==> config.mk <==
export PLATFORM = sky130hd
export DESIGN_NAME = ctrl_seq_flat
export DESIGN_NICKNAME = d
export VERILOG_FILES = /design/src/rtl/cpu_defs.sv /design/src/rtl/ctrl_seq_if.sv /design/src/rtl/phase_enc.sv /design/src/rtl/ctrl_seq.sv /design/src/flat_wrapper.sv
export SDC_FILE = /design/constraint.sdc
export NUM_CORES = 1
export LEC_CHECK = 0
export CELL_PAD_IN_SITES_DETAIL_PLACEMENT = 1
export CELL_PAD_IN_SITES_GLOBAL_PLACEMENT = 2
export CORE_MARGIN = 1
export CORE_UTILIZATION = 23
export CTS_CLUSTER_DIAMETER = 30
export DETAILED_ROUTE_END_ITERATION = 6
export PLACE_DENSITY_LB_ADDON = 0.1
export SLEW_MARGIN = 20
export SYNTH_ARGS = -nofsm -noshare
export SYNTH_HDL_FRONTEND = slang
export SYNTH_SLANG_ARGS = --single-unit
==> constraint.sdc <==
create_clock -name clk -period 2.6 [get_ports clk]
set_clock_uncertainty 0.15 [all_clocks]
set_input_delay 0.52 -clock clk [delete_from_list [all_inputs] [get_ports clk]]
set_output_delay 0.52 -clock clk [all_outputs]
set_load 0.01 [all_outputs]
==> src/rtl/cpu_defs.sv <==
// cpu_defs: definitions shared by the control sequencer, its bus interface
// and the bus monitor of the 8-bit CPU model.
//   - control-word bit indices and width
//   - opcode values and the opcode-defined check
//   - sequencer state encoding
//   - binary phase numbers and the one-hot T0 pattern of the phase ring
package cpu_defs;

    localparam int CTRL_W = 12;

    // Control-word bit positions
    localparam int PC_INC   = 0;
    localparam int PC_OUT   = 1;
    localparam int MAR_LOAD = 2;
    localparam int RAM_OUT  = 3;
    localparam int IR_LOAD  = 4;
    localparam int IR_OUT   = 5;
    localparam int ACC_LOAD = 6;
    localparam int ACC_OUT  = 7;
    localparam int B_LOAD   = 8;
    localparam int ALU_OUT  = 9;
    localparam int ALU_SUB  = 10;
    localparam int OUT_LOAD = 11;

    // Opcodes (upper nibble of the instruction byte)
    localparam logic [3:0] OP_NOP = 4'h0;
    localparam logic [3:0] OP_LDA = 4'h1;
    localparam logic [3:0] OP_ADD = 4'h2;
    localparam logic [3:0] OP_SUB = 4'h3;
    localparam logic [3:0] OP_OUT = 4'h4;
    localparam logic [3:0] OP_HLT = 4'hF;

    // Binary phase numbers used by the decoder
    localparam logic [2:0] PH_T0 = 3'd0;
    localparam logic [2:0] PH_T1 = 3'd1;
    localparam logic [2:0] PH_T2 = 3'd2;
    localparam logic [2:0] PH_T3 = 3'd3;
    localparam logic [2:0] PH_T4 = 3'd4;
    localparam logic [2:0] PH_T7 = 3'd7;

    // Ring value that marks T0 of an instruction
    localparam logic [7:0] T0_PATTERN = 8'h80;

    typedef enum logic [1:0] {
        ST_SYNC  = 2'd0,
        ST_RUN   = 2'd1,
        ST_HALT  = 2'd2,
        ST_FAULT = 2'd3
    } state_e;

    // Legal successor of a ring value: one left rotation
    function automatic logic [7:0] ring_next(input logic [7:0] s);
        return {s[6:0], s[7]};
    endfunction

    // Every opcode outside this set decodes as a NOP and flags illegal_op
    function automatic logic op_defined(input logic [3:0] op);
        return (op == OP_NOP) || (op == OP_LDA) || (op == OP_ADD) ||
               (op == OP_SUB) || (op == OP_OUT) || (op == OP_HLT);
    endfunction

endpackage

==> src/rtl/ctrl_seq_if.sv <==
// ctrl_seq_if: bundle between the timing-signal generator / instruction bus
// and the control sequencer.
//   signals    : one-hot phase ring from the generator
//   ir_data    : instruction byte from the bus
//   ctrl       : control word for the current phase
//   phase      : binary phase of signals (0 when not one-hot)
//   sg_rst_n   : active-low restart request to the generator
//   fault      : sequencer is in FAULT
//   err        : sticky ring-error flag
//   halted     : sequencer is in HALT
//   illegal_op : T2 pulse for an undefined opcode
//   instr_done : T7 pulse of a running instruction
// master = generator/bus side, slave = sequencer side.
interface ctrl_seq_if;
    import cpu_defs::*;

    logic [7:0]        signals;
    logic [7:0]        ir_data;
    logic [CTRL_W-1:0] ctrl;
    logic [2:0]        phase;
    logic              sg_rst_n;
    logic              fault;
    logic              err;
    logic              halted;
    logic              illegal_op;
    logic              instr_done;

    modport master (
        output signals, ir_data,
        input  ctrl, phase, sg_rst_n, fault, err, halted, illegal_op, instr_done
    );

    modport slave (
        input  signals, ir_data,
        output ctrl, phase, sg_rst_n, fault, err, halted, illegal_op, instr_done
    );

endinterface

==> src/rtl/phase_enc.sv <==
// phase_enc: one-hot phase ring to binary phase encoder.
//   onehot : ring value (bit7=T0, bit0=T1, ... bit6=T7)
//   phase  : binary phase number, 0 when onehot is not exactly one-hot
//   valid  : exactly one bit of onehot is set
// Purely combinational; shared with the bus monitor.
module phase_enc (
    input  logic [7:0] onehot,
    output logic [2:0] phase,
    output logic       valid
);

    always_comb begin
        // x & (x-1) clears the lowest set bit: zero result means at most one bit
        valid = (onehot != 8'd0) && ((onehot & (onehot - 8'd1)) == 8'd0);
        phase = 3'd0;
        for (int i = 0; i < 8; i++) begin
            // bit i is phase i+1; bit7 wraps around to T0
            if (onehot[i]) begin
                phase = 3'(i + 1);
            end
        end
        if (!valid) begin
            phase = 3'd0;
        end
    end

endmodule

==> src/rtl/ctrl_seq.sv <==
// ctrl_seq: control sequencer of the 8-bit CPU model.
// Follows the one-hot phase ring of the timing-signal generator, checks that
// it advances by exactly one rotation per clock, latches the opcode at the
// end of T1 and decodes opcode x phase into the control word.
// A broken ring sends the sequencer into a 2-cycle FAULT that holds the
// generator in restart (sg_rst_n low), after which it resynchronises on T0.
//   clk : system clock, rising edge
//   rst : synchronous reset, active-high
//   bus : ctrl_seq_if slave (ring/instruction in, control word and status out)
// ctrl, phase, illegal_op and instr_done are combinational from the ring,
// state and opcode register; sg_rst_n, fault, err and halted are registered.
module ctrl_seq
    import cpu_defs::*;
(
    input logic        clk,
    input logic        rst,
    ctrl_seq_if.slave  bus
);

    state_e      state_q, state_d;
    logic [7:0]  prev_sig_q, prev_sig_d;
    logic [3:0]  opcode_q, opcode_d;
    logic        fault_cnt_q, fault_cnt_d;
    logic        sg_rst_n_q, sg_rst_n_d;
    logic        fault_q, fault_d;
    logic        err_q, err_d;
    logic        halted_q, halted_d;

    logic [2:0]  enc_phase;
    logic        enc_valid;
    logic        ring_ok;
    logic        sync_hit;

    logic [CTRL_W-1:0] ctrl_w;
    logic              illegal_w;
    logic              done_w;

    // Operand nibble is consumed by the datapath, not by the sequencer
    logic unused_ir_lo;
    assign unused_ir_lo = ^bus.ir_data[3:0];

    phase_enc u_phase_enc (
        .onehot (bus.signals),
        .phase  (enc_phase),
        .valid  (enc_valid)
    );

    // Only meaningful in RUN, where prev_sig_q always holds a one-hot value
    assign ring_ok  = enc_valid && (bus.signals == ring_next(prev_sig_q));
    assign sync_hit = (bus.signals == T0_PATTERN);

    function automatic logic [CTRL_W-1:0] microcode(input logic [3:0] op,
                                                    input logic [2:0] ph);
        logic [CTRL_W-1:0] w;
        w = '0;
        case (ph)
            PH_T0: begin
                w[PC_OUT]   = 1'b1;
                w[MAR_LOAD] = 1'b1;
            end
            PH_T1: begin
                w[RAM_OUT]  = 1'b1;
                w[IR_LOAD]  = 1'b1;
                w[PC_INC]   = 1'b1;
            end
            PH_T2: begin
                if ((op == OP_LDA) || (op == OP_ADD) || (op == OP_SUB)) begin
                    w[IR_OUT]   = 1'b1;
                    w[MAR_LOAD] = 1'b1;
                end else if (op == OP_OUT) begin
                    w[ACC_OUT]  = 1'b1;
                    w[OUT_LOAD] = 1'b1;
                end
            end
            PH_T3: begin
                if (op == OP_LDA) begin
                    w[RAM_OUT]  = 1'b1;
                    w[ACC_LOAD] = 1'b1;
                end else if ((op == OP_ADD) || (op == OP_SUB)) begin
                    w[RAM_OUT]  = 1'b1;
                    w[B_LOAD]   = 1'b1;
                end
            end
            PH_T4: begin
                if ((op == OP_ADD) || (op == OP_SUB)) begin
                    w[ALU_OUT]  = 1'b1;
                    w[ACC_LOAD] = 1'b1;
                    w[ALU_SUB]  = (op == OP_SUB);
                end
            end
            default: w = '0;
        endcase
        return w;
    endfunction

    // State register
    always_ff @(posedge clk) begin
        if (rst) begin
            state_q     <= ST_SYNC;
            prev_sig_q  <= '0;
            opcode_q    <= '0;
            fault_cnt_q <= 1'b0;
            sg_rst_n_q  <= 1'b1;
            fault_q     <= 1'b0;
            err_q       <= 1'b0;
            halted_q    <= 1'b0;
        end else begin
            state_q     <= state_d;
            prev_sig_q  <= prev_sig_d;
            opcode_q    <= opcode_d;
            fault_cnt_q <= fault_cnt_d;
            sg_rst_n_q  <= sg_rst_n_d;
            fault_q     <= fault_d;
            err_q       <= err_d;
            halted_q    <= halted_d;
        end
    end

    // Next-state logic
    always_comb begin
        state_d     = state_q;
        opcode_d    = opcode_q;
        fault_cnt_d = fault_cnt_q;
        err_d       = err_q;
        prev_sig_d  = bus.signals;

        case (state_q)
            ST_SYNC: begin
                if (sync_hit) begin
                    state_d = ST_RUN;
                end
            end
            ST_RUN: begin
                if (!ring_ok) begin
                    state_d     = ST_FAULT;
                    fault_cnt_d = 1'b0;
                    opcode_d    = '0;
                    err_d       = 1'b1;
                end else begin
                    if (enc_phase == PH_T1) begin
                        opcode_d = bus.ir_data[7:4];
                    end
                    if ((enc_phase == PH_T2) && (opcode_q == OP_HLT)) begin
                        state_d = ST_HALT;
                    end
                end
            end
            ST_HALT: begin
                state_d = ST_HALT;
            end
            ST_FAULT: begin
                // Two FAULT cycles: counter 0 then 1, then back to SYNC
                fault_cnt_d = 1'b1;
                if (fault_cnt_q) begin
                    state_d = ST_SYNC;
                end
            end
            default: begin
                state_d = ST_SYNC;
            end
        endcase

        // Status flags are registered images of the state being entered
        sg_rst_n_d = (state_d != ST_FAULT);
        fault_d    = (state_d == ST_FAULT);
        halted_d   = (state_d == ST_HALT);
    end

    // Output decode
    always_comb begin
        ctrl_w    = '0;
        illegal_w = 1'b0;
        done_w    = 1'b0;

        case (state_q)
            ST_SYNC: begin
                if (sync_hit) begin
                    ctrl_w = microcode(opcode_q, PH_T0);
                end
            end
            ST_RUN: begin
                if (ring_ok) begin
                    ctrl_w    = microcode(opcode_q, enc_phase);
                    illegal_w = (enc_phase == PH_T2) && !op_defined(opcode_q);
                    done_w    = (enc_phase == PH_T7);
                end
            end
            default: begin
                ctrl_w = '0;
            end
        endcase

        if (rst) begin
            ctrl_w    = '0;
            illegal_w = 1'b0;
            done_w    = 1'b0;
        end
    end

    assign bus.ctrl       = ctrl_w;
    assign bus.phase      = rst ? 3'd0 : enc_phase;
    assign bus.illegal_op = illegal_w;
    assign bus.instr_done = done_w;
    assign bus.sg_rst_n   = sg_rst_n_q;
    assign bus.fault      = fault_q;
    assign bus.err        = err_q;
    assign bus.halted     = halted_q;

endmodule

==> src/flat_wrapper.sv <==
// flat-port wrapper written by rule: the top's interface ports become plain ports
module ctrl_seq_flat import cpu_defs::*;
  (clk, rst, bus_signals, bus_ir_data, bus_ctrl, bus_phase, bus_sg_rst_n, bus_fault, bus_err, bus_halted, bus_illegal_op, bus_instr_done);
  ctrl_seq_if bus_i ();
  input logic clk;
  input logic rst;
  input wire logic [$bits(bus_i.signals)-1:0] bus_signals;
  input wire logic [$bits(bus_i.ir_data)-1:0] bus_ir_data;
  output wire logic [$bits(bus_i.ctrl)-1:0] bus_ctrl;
  output wire logic [$bits(bus_i.phase)-1:0] bus_phase;
  output wire logic [$bits(bus_i.sg_rst_n)-1:0] bus_sg_rst_n;
  output wire logic [$bits(bus_i.fault)-1:0] bus_fault;
  output wire logic [$bits(bus_i.err)-1:0] bus_err;
  output wire logic [$bits(bus_i.halted)-1:0] bus_halted;
  output wire logic [$bits(bus_i.illegal_op)-1:0] bus_illegal_op;
  output wire logic [$bits(bus_i.instr_done)-1:0] bus_instr_done;
  assign bus_i.signals = bus_signals;
  assign bus_i.ir_data = bus_ir_data;
  assign bus_ctrl = bus_i.ctrl;
  assign bus_phase = bus_i.phase;
  assign bus_sg_rst_n = bus_i.sg_rst_n;
  assign bus_fault = bus_i.fault;
  assign bus_err = bus_i.err;
  assign bus_halted = bus_i.halted;
  assign bus_illegal_op = bus_i.illegal_op;
  assign bus_instr_done = bus_i.instr_done;
  ctrl_seq u_core (.clk(clk), .rst(rst), .bus(bus_i));
endmodule
Word-level counts from Yosys, hierarchy flattened --
Cells that the tools add are included.
Storage, ports and cells: flip-flop bits (word level) 19, output and inout bits 21
Cells by class: $add $sub $neg 1, equal/unequal tests 20, muxes and demuxes 46, bitwise gates (word level) 2, reductions and logical operators 22
Operators by type and width (number):
- 3-bit 2-to-1 mux | 10
- 12-bit 2-to-1 mux | 2
- 12-bit case mux with 2 select lines | 1
- 1-bit 2-to-1 mux | 20
- 2-bit 2-to-1 mux | 6
- 8-bit AND | 1
- 2-bit == test (second input constant) | 4
- 4-bit by 2-bit == test with 1-bit output (second input constant) | 2
- 8-bit == test | 1
- 8-bit == test (second input constant) | 1
- 8-bit zero test | 1
- 1-bit logical OR | 8
- 4-bit 2-to-1 mux | 2
- 1-bit case mux with 2 select lines | 4
- 2-bit case mux with 4 select lines | 1
- 8-bit nonzero test | 1
- 8-bit by 1-bit subtractor with 8-bit output (second input constant) | 1
- 3-bit by 2-bit == test with 1-bit output (second input constant) | 2
- 3-bit == test (second input constant) | 2
- 2-bit != test (second input constant) | 3
- 2-bit AND reduction | 3
- 4-bit by 1-bit == test with 1-bit output (second input constant) | 1
- 4-bit by 3-bit == test with 1-bit output (second input constant) | 1
- 4-bit == test (second input constant) | 1
- other kinds (9) | 12

Depth between registers and ports, before layout --
Gate-level depths: netlist of run 1.
depth in word-level cells 15, depth in mapped cells 9

Modules after synthesis --
Synthesis of run 1 repeated with hierarchy kept, for this count alone.
Second synthesis, totals: cells, all modules 154, area, all modules 1252.5 um^2
By module, submodules not included:
- ctrl_seq | instances 1, cells an instance 124, area each 1044.8 um^2
- phase_enc | instances 1, cells an instance 30, area each 207.7 um^2

Least setup slack after synthesis of run 1 --
No wires, ideal clock.
path kind input to output, start in bus_signals[4], end out bus_ctrl[11], arrival time 2.442 ns, data required time 1.930 ns, path slack -0.512 ns, stages on the path 9, path buffers 3, cells stage by stage clkbuf_1 -> xnor2_1 -> nand4_1 -> a211oi_1 -> o21ai_1 -> or3_1 -> buf_2 -> nor3_1 -> buf_4
Between the ends: word-level cells in the longest chain between the ends 10, elaborated cells between the ends (all ways) 17, classes of those cells add/sub (1); eq/ne (2); mux (9); bitwise (1); reduce/logical (4)
RTL lines:
- start: declaration | line flat_wrapper.sv:7 | input wire logic [$bits(bus_i.signals)-1:0] bus_signals;
- 8-bit by 1-bit subtractor with 8-bit output or 3-bit 2-to-1 mux (tied branches) | line phase_enc.sv:14, phase_enc.sv:18
- 8-bit AND or 3-bit 2-to-1 mux (tied branches) | line phase_enc.sv:14, phase_enc.sv:18
- 8-bit zero test or 3-bit 2-to-1 mux (tied branches) | line phase_enc.sv:14, phase_enc.sv:18
- 1-bit logical AND or 3-bit 2-to-1 mux (tied branches) | line phase_enc.sv:14, phase_enc.sv:18
- 3-bit 2-to-1 mux | line phase_enc.sv:22 | if (!valid) begin
- 3-bit by 2-bit == test with 1-bit output | line ctrl_seq.sv:56 | case (ph)
- 1-bit 2-to-1 mux | line ctrl_seq.sv:56
- 12-bit 2-to-1 mux * | line ctrl_seq.sv:182 | if (ring_ok) begin
- 12-bit case mux with 2 select lines * | line ctrl_seq.sv:175 | case (state_q)
- 12-bit 2-to-1 mux * | line ctrl_seq.sv:193 | if (rst) begin
- end: declaration | line flat_wrapper.sv:9 | output wire logic [$bits(bus_i.ctrl)-1:0] bus_ctrl;
Every way passes the cells marked *; elsewhere a longest branch is shown, timed or not.

Worst setup path after layout of run 1 --
start in bus_signals[2], end out bus_ctrl[2]
Between the ends: word-level cells in the longest chain between the ends 12, elaborated cells between the ends (all ways) 22, classes of those cells add/sub (1); eq/ne (3); mux (12); bitwise (1); reduce/logical (5)
RTL lines (line):
- parallel branches: the longest is 10 deep, another holds 8-bit by 1-bit subtractor with 8-bit output
- 12-bit case mux with 2 select lines * | ctrl_seq.sv:175
- 12-bit 2-to-1 mux * | ctrl_seq.sv:193
Mark *: on every way between the ends.

==> flow_metrics.env, run 1 <==
export IMPL_p_switching_w=0.000283
export IMPL_drv_slew=0
export IMPL_synth_top_family_by_area="simple AND/OR/NAND/NOR gates"
export IMPL_hold_viol=0
export IMPL_fillers=674
export IMPL_p_comb_share_pct=37.8
export IMPL_synth_cell_area_um2=1330
export IMPL_hpwl_um=3870
export IMPL_yosys_area_share_simple_pct=34.4
export IMPL_drive_above_1_share_pct=51.7
export IMPL_ys_seq_area_share_pct=28.6
export IMPL_maxCapViolCount=0
export IMPL_timing_final_crit_share_pct=121
export IMPL_status="complete, but fails checks"
export IMPL_pwr_share_clk_pct=24.6
export IMPL_start_util_pct=24.0
export IMPL_p_per_area_nw_per_um2=338
export IMPL_worst_path_buf_inv=4
export IMPL_clockRootBuffer="clkbuf_8"
export IMPL_synth_edf_count=0
export IMPL_grt_max_degree=18
export IMPL_first_iter_violations=83
export IMPL_die_w_um=78.0
export IMPL_failed_checks="setup timing"
export IMPL_synth_compound_area_share_pct=22.8
export IMPL_ys_flop_type="dfxtp_1"
export IMPL_fmax_ghz=0.319
export IMPL_syn_to_final_growth_pct=94.4
export IMPL_mostFrequentLayoutCells="57 x buf_4, 19 x dfxtp_1, 17 x nand2_1, 14 x nor2_1, 14 x buf_2"
export IMPL_grt_pass1_wl_um=9000
export IMPL_cp_arrival_ps=2470
export IMPL_synth_area_leaders="dfxtp_1 29%, a21oi_1 5.6%, nor2_1 5.4%"
export IMPL_critical_path_slowest_cell="or4_4"
export IMPL_crit_required_ps=1930
export IMPL_wl_um=5350
export IMPL_path_cells="buf_8 -> buf_12 -> o41ai_4 -> o311ai_4 -> buf_4 -> nand4bb_4 -> or4_4 -> o21a_1 -> o22ai_2 -> buf_2"
export IMPL_finalSetupViolations=17
export IMPL_cpPeakStageDelay_ps=450
export IMPL_criticalPathCategory="in2out"
export IMPL_ioPinCount=39
export IMPL_sequentialPowerShare_pct=37.7
export IMPL_cts_tree="done"
export IMPL_setup_slack_ps=-537
export IMPL_clock_sinks=19
export IMPL_cts_hold_buf=0
export IMPL_mostFrequentLayoutCell="buf_4"
export IMPL_grt_pass1_vias=1853
export IMPL_period_needed_ps=3140
export IMPL_rsz0062_at_grt="yes"
export IMPL_die_h_um=78.0
export IMPL_wl_per_cell_um=15.8
export IMPL_via_per_inst=4.84
export IMPL_synth_fa_ha_area_share_pct=0
export IMPL_ir_drop_mv=0.189
export IMPL_vias=1640
export IMPL_synth_top_area_share_pct=28.6
export IMPL_synthMuxAreaShare_pct=0
export IMPL_gp_congestion=0.825
export IMPL_crit_family="compound AO/OA/AOI/OAI gates"
export IMPL_startpoint_type="input pin"
export IMPL_cp_end_kind="output port"
export IMPL_p_int_w=0.000592
export IMPL_drc_errors=0
export IMPL_rows=27
export IMPL_diodes=0
export IMPL_power_total_w=0.000874
export IMPL_htreeDepth=1
export IMPL_overflow=0
export IMPL_cts_buffers=3
export IMPL_p_leak_nw=1.05
export IMPL_ys_ff_latch=19
export IMPL_p_sw_share_pct=32.3
export IMPL_nNetsFinal=286
export IMPL_coreArea_um2=5540
export IMPL_synth_cells=176
export IMPL_io_buffers=34
export IMPL_netlist_top_cell_by_area="dfxtp_1"
export IMPL_track_usage_pct=18.8
export IMPL_syn_area_per_cell_um2=7.55
export IMPL_relSlewSlack_pct=73.3
export IMPL_synth_cell_types=47
export IMPL_ys_async_sr_fraction_pct=0
export IMPL_synth_xor_area_share_pct=5.93
export IMPL_syn_nets=194
export IMPL_clock_path_buffers=2
export IMPL_antenna_found_initial=0
export IMPL_firstDrtPassIters=4
export IMPL_critPathMaxFanout=5
export IMPL_synth_warnings=0
export IMPL_tightestPinTransition_ps=397
export IMPL_clkLatencyLatePin_ps=260
export IMPL_die_area_um2=6090
export IMPL_finish_utilization_pct=46.6
export IMPL_clkTransAtPathRegs_ps=80
export IMPL_hp_class="reg2reg"
export IMPL_ant_nets=0
worst reg2reg max path: stages (launching register included):
cell	delay, ps
dfxtp_1	480
buf_4	190
nand4_1	150
a2111oi_0	330
nand3_1	190
nor2_1	160
o21ai_0	100
a21oi_1	130
through the flow:
| stage | setup slack [ps] | std cells | cell area, um2 | setup TNS [ps] | hold slack [ps] |
|---|---|---|---|---|---|
| after floorplan | -227 | 176 | 1460 | -1490 | 338 |
| after global placement | -1340 | 318 | 2200 | -22240 | 301 |
| after detailed placement | -1370 | 318 | 2200 | -23050 | 334 |
| after CTS | -662 | 338 | 2500 | -6860 | 355 |
| after global routing | -622 | 339 | 2580 | -7840 | 397 |
| final | -537 | 339 | 2580 | -6350 | 352 |
path summary, 6_finish.rpt:
| path | from | endpoint | slack (ps) | depth (start not counted) |
|---|---|---|---|---|
| min reg2reg | u_core.bus.err | u_core.bus.err | 350 | 2 |
| max reg2reg | u_core.opcode_q[3] | u_core.state_q[1] | 640 | 7 |
| max | bus_signals[2] | bus_ctrl[2] | -540 | 10 |
| min | u_core.bus.err | u_core.bus.err | 350 | 2 |
per-layer routing:
| metal | vias up | GRT usage, % | wire [um] |
|---|---|---|---|
| met2 | 27 | 36.4 | 2870 |
| met3 | 6 | 1.86 | 110 |
| li1 | 802 | - | - |
| met1 | 805 | 21.9 | 2300 |
| met5 | - | 0 | 0 |
| met4 | 0 | 5.00 | 64 |
registers in the layout, summed over array words and instances (netlist names):
name                 count
u_core.bus.sg_rst_n      1
u_core.bus.halted        1
u_core.state_q           2
u_core.prev_sig_q        8
u_core.bus.err           1
u_core.fault_cnt_q       1
u_core.opcode_q          4
u_core.bus.fault         1
power groups by stage:
stage	registers (W)	logic (W)	clock network, W
floorplan	0.000337	0.000143	0
global placement	0.000333	0.000275	0
detailed placement	0.000335	0.000282	0
CTS	0.000329	0.000324	0.000224
global route	0.000333	0.000356	0.000233
finish	0.000329	0.000330	0.000215
kinds of logic (layout without fill, tap and decap cells):
group | count (synthesis) | in the layout
compound gates | 42 | 42
buf+inv | 22 | 113
xor+xnor | 9 | 9
flops | 19 | 19
simple gates | 84 | 84
area by class of cell:
class | count | area, um2 | share of cell area [%]
inverters | 6 | 22.5 | 0.872
repair buffers | 103 | 902 | 34.9
flip-flops and latches | 19 | 380 | 14.7
clock inverters | 1 | 5.00 | 0.194
multi-input cells | 135 | 1140 | 44.2
well taps | 72 | 90.1 | 3.49
clock buffers | 3 | 41.3 | 1.60
synthesized netlist by cell type (2+ instances only):
master / n
inv_1: 6
o31ai_1: 3
dfxtp_1: 19
a21oi_1: 15
nor3_2: 3
nor4_1: 2
o21ai_0: 5
xnor2_1: 8
buf_2: 4
and3_1: 2
nor3_1: 6
a211oi_1: 2
nand3b_1: 2
nand2b_1: 3
buf_4: 2
a31oi_1: 2
or3_1: 2
a21o_1: 4
nor2_1: 19
nand4_1: 3
clkbuf_1: 6
nor2b_1: 9
nand2_1: 17
buf_6: 2
buf_1: 2
nand3_1: 7
what timing repair did:
action                                  4_1_cts  5_1_grt
buffers inserted                             15        4
cloned                                        1        0
pin swaps                                    19       18
gates resized for setup                     133       24
endpoints found under the setup margin       19       17
No activity file was read; power rests on OpenSTA's default activity.
==> run 2, diff against run 1 <==
--- a/config.mk
+++ b/config.mk
@@ -7,8 +7,9 @@
 export LEC_CHECK = 0
 export CELL_PAD_IN_SITES_DETAIL_PLACEMENT = 1
 export CELL_PAD_IN_SITES_GLOBAL_PLACEMENT = 2
-export CORE_MARGIN = 1
+export CORE_MARGIN = 3
 export CORE_UTILIZATION = 23
+export CTS_BUF_LIST = sky130_fd_sc_hd__clkbuf_16
 export CTS_CLUSTER_DIAMETER = 30
 export DETAILED_ROUTE_END_ITERATION = 6
 export PLACE_DENSITY_LB_ADDON = 0.1
==> run 2 against run 1 <==
Compared with the run above:
- the flow still finishes with violations (setup timing)
- wire length increased by 1.2%
- critical path depth increased by 3
- power increased by 11%
- die area increased by 11%
- global-route usage decreased by 1.5 points
- non-clock buffer count increased by 4
- first-iteration DRC count decreased by 40%
- count of clock-buffer cells in the layout unchanged
- critical endpoint unchanged
- largest power group is now sequential cells
- highest routed layer unchanged
==> flow_metrics.env, run 2 (same netlist as run 1, synthesis figures left out) <==
export IMPL_status="complete, but fails checks"
export IMPL_failed_checks="setup timing"
export IMPL_clock_path_buffers=2
export IMPL_cts_tree="done"
export IMPL_cts_hold_buf=0
export IMPL_p_per_area_nw_per_um2=367
export IMPL_grt_pass1_vias=1794
export IMPL_drive_above_1_share_pct=51.7
export IMPL_start_util_pct=24.0
export IMPL_via_per_inst=4.73
export IMPL_place_area_um2=2160
export IMPL_reg_largest_list="u_core.prev_sig_q (8), u_core.opcode_q (4), u_core.state_q (2)"
export IMPL_relSlewSlack_pct=59.0
export IMPL_critPathMaxFanout=4
export IMPL_crit_family="simple AND/OR/NAND/NOR gates"
export IMPL_cpPeakStageDelay_ps=450
export IMPL_path_cells="buf_6 -> buf_6 -> buf_6 -> buf_6 -> nor3_4 -> buf_6 -> o311ai_4 -> buf_4 -> nand4bb_4 -> or4_4 -> o21a_1 -> o22ai_2 -> buf_2"
export IMPL_finalSetupViolations=17
export IMPL_power_total_w=0.000970
export IMPL_vias=1623
export IMPL_tightestPinTransition_ps=614
export IMPL_setup_slack_ps=-654
export IMPL_critical_path_slowest_cell="or4_4"
export IMPL_fillers=657
export IMPL_wl_per_cell_um=15.8
export IMPL_grt_pass1_wl_um=8910
export IMPL_antenna_found_initial=0
export IMPL_ant_nets=0
export IMPL_seq_area_um2=380
export IMPL_overflow=0
export IMPL_criticalPathCategory="in2out"
export IMPL_fmax_ghz=0.307
export IMPL_hold_viol=0
export IMPL_io_buffers=34
export IMPL_die_h_um=82.0
export IMPL_grt_max_degree=17
export IMPL_coreArea_um2=5540
export IMPL_ioPinCount=39
export IMPL_drv_slew=0
export IMPL_mostFrequentLayoutCells="52 x buf_4, 22 x buf_6, 19 x dfxtp_1, 17 x nand2_1"
export IMPL_timing_final_crit_share_pct=125
export IMPL_cp_arrival_ps=2580
export IMPL_hold_ws_ps=329
export IMPL_crit_required_ps=1930
export IMPL_firstDrtPassIters=4
export IMPL_diodes=0
export IMPL_wl_um=5410
export IMPL_ir_drop_mv=0.232
export IMPL_rows=27
export IMPL_die_w_um=82.0
export IMPL_clkTransAtPathRegs_ps=60
export IMPL_worst_path_buf_inv=7
export IMPL_first_iter_violations=50
export IMPL_fin_area_um2=2640
export IMPL_clock_sinks=19
export IMPL_htreeDepth=1
export IMPL_maxCapViolCount=0
export IMPL_rsz0062_at_grt="yes"
export IMPL_p_leak_nw=1.07
export IMPL_clkLatencyLatePin_ps=250
export IMPL_multi_input_area_um2=1110
export IMPL_cpMostUsedCell="buf_6"
export IMPL_hpwl_um=3720
export IMPL_startpoint_type="input pin"
export IMPL_mostFrequentLayoutCell="buf_4"
export IMPL_regMostFlops="u_core.prev_sig_q"
export IMPL_track_usage_pct=17.3
export IMPL_tns_ps=-8290
export IMPL_period_needed_ps=3250
export IMPL_clockRootBuffer="clkbuf_16"
export IMPL_die_area_um2=6730
export IMPL_cp_end_kind="output port"
export IMPL_nNetsFinal=290
export IMPL_hp_class="reg2reg"
export IMPL_pre_cts_ws_ps=-1340
export IMPL_largest_reg_flops=8
export IMPL_drc_errors=0
export IMPL_gp_congestion=0.807
export IMPL_syn_to_final_growth_pct=98.8
export IMPL_cts_buffers=3
## run 2: path summary, 6_finish.rpt
| kind | start | endpoint | slack, ps | cells past startpoint |
|---|---|---|---|---|
| worst max register to register | u_core.prev_sig_q[2] | u_core.bus.fault | 660 | 9 |
| worst min register to register | u_core.bus.err | u_core.bus.err | 330 | 2 |
| worst max-delay path | bus_signals[3] | bus_ctrl[2] | -650 | 13 |
| worst min-delay path | u_core.bus.err | u_core.bus.err | 330 | 2 |
## run 2: worst min-delay path: stages (launching register included)
cell and delay, ps:
dfxtp_1 330, a21oi_1 40, nor2_1 70
## run 2: stage by stage
| stage | cells | util, % |
|---|---|---|
| after global routing | 343 | 47.7 |
| after CTS | 338 | 44.9 |
| final | 343 | 47.7 |
| after global placement | 314 | 39.0 |
| after floorplan | 176 | - |
| after detailed placement | 314 | 39.0 |
## run 2: power by group
part	total, W	switching, W	leakage, nW	internal (W)
Combinational	0.000320	0.000158	0.877	0.000162
Clock	0.000320	0.000114	0.0409	0.000206
Sequential	0.000330	0.0000124	0.157	0.000317
Total	0.000970	0.000284	1.07	0.000685
## run 2: timing repair
action / 4_1_cts / 5_1_grt
buffers inserted: 20 / 7
endpoints found under the setup margin: 20 / 20
resized for setup: 122 / 26
pin swaps: 16 / 14
hold endpoints to repair: 0 / 0
cloned: 1 / 0
## run 2: cell type report
| type | instances | share of cell area (%) |
|---|---|---|
| Sequential cell | 19 | 14.4 |
| Clock inverter | 1 | 0.189 |
| Tap cell | 72 | 3.41 |
| Clock buffer | 3 | 2.84 |
| Timing Repair Buffer | 107 | 36.3 |
| Inverter | 6 | 0.853 |
| Multi-Input combinational cell | 135 | 42.0 |
## run 2: metal layers
metal  wire, um  track usage [%]  vias to the layer above
met1       2240             20.4                      786
li1           -                -                      811
met5          0                0                        -
met2       3000             33.0                       22
met3        127             2.74                        4
met4         38             2.49                        0
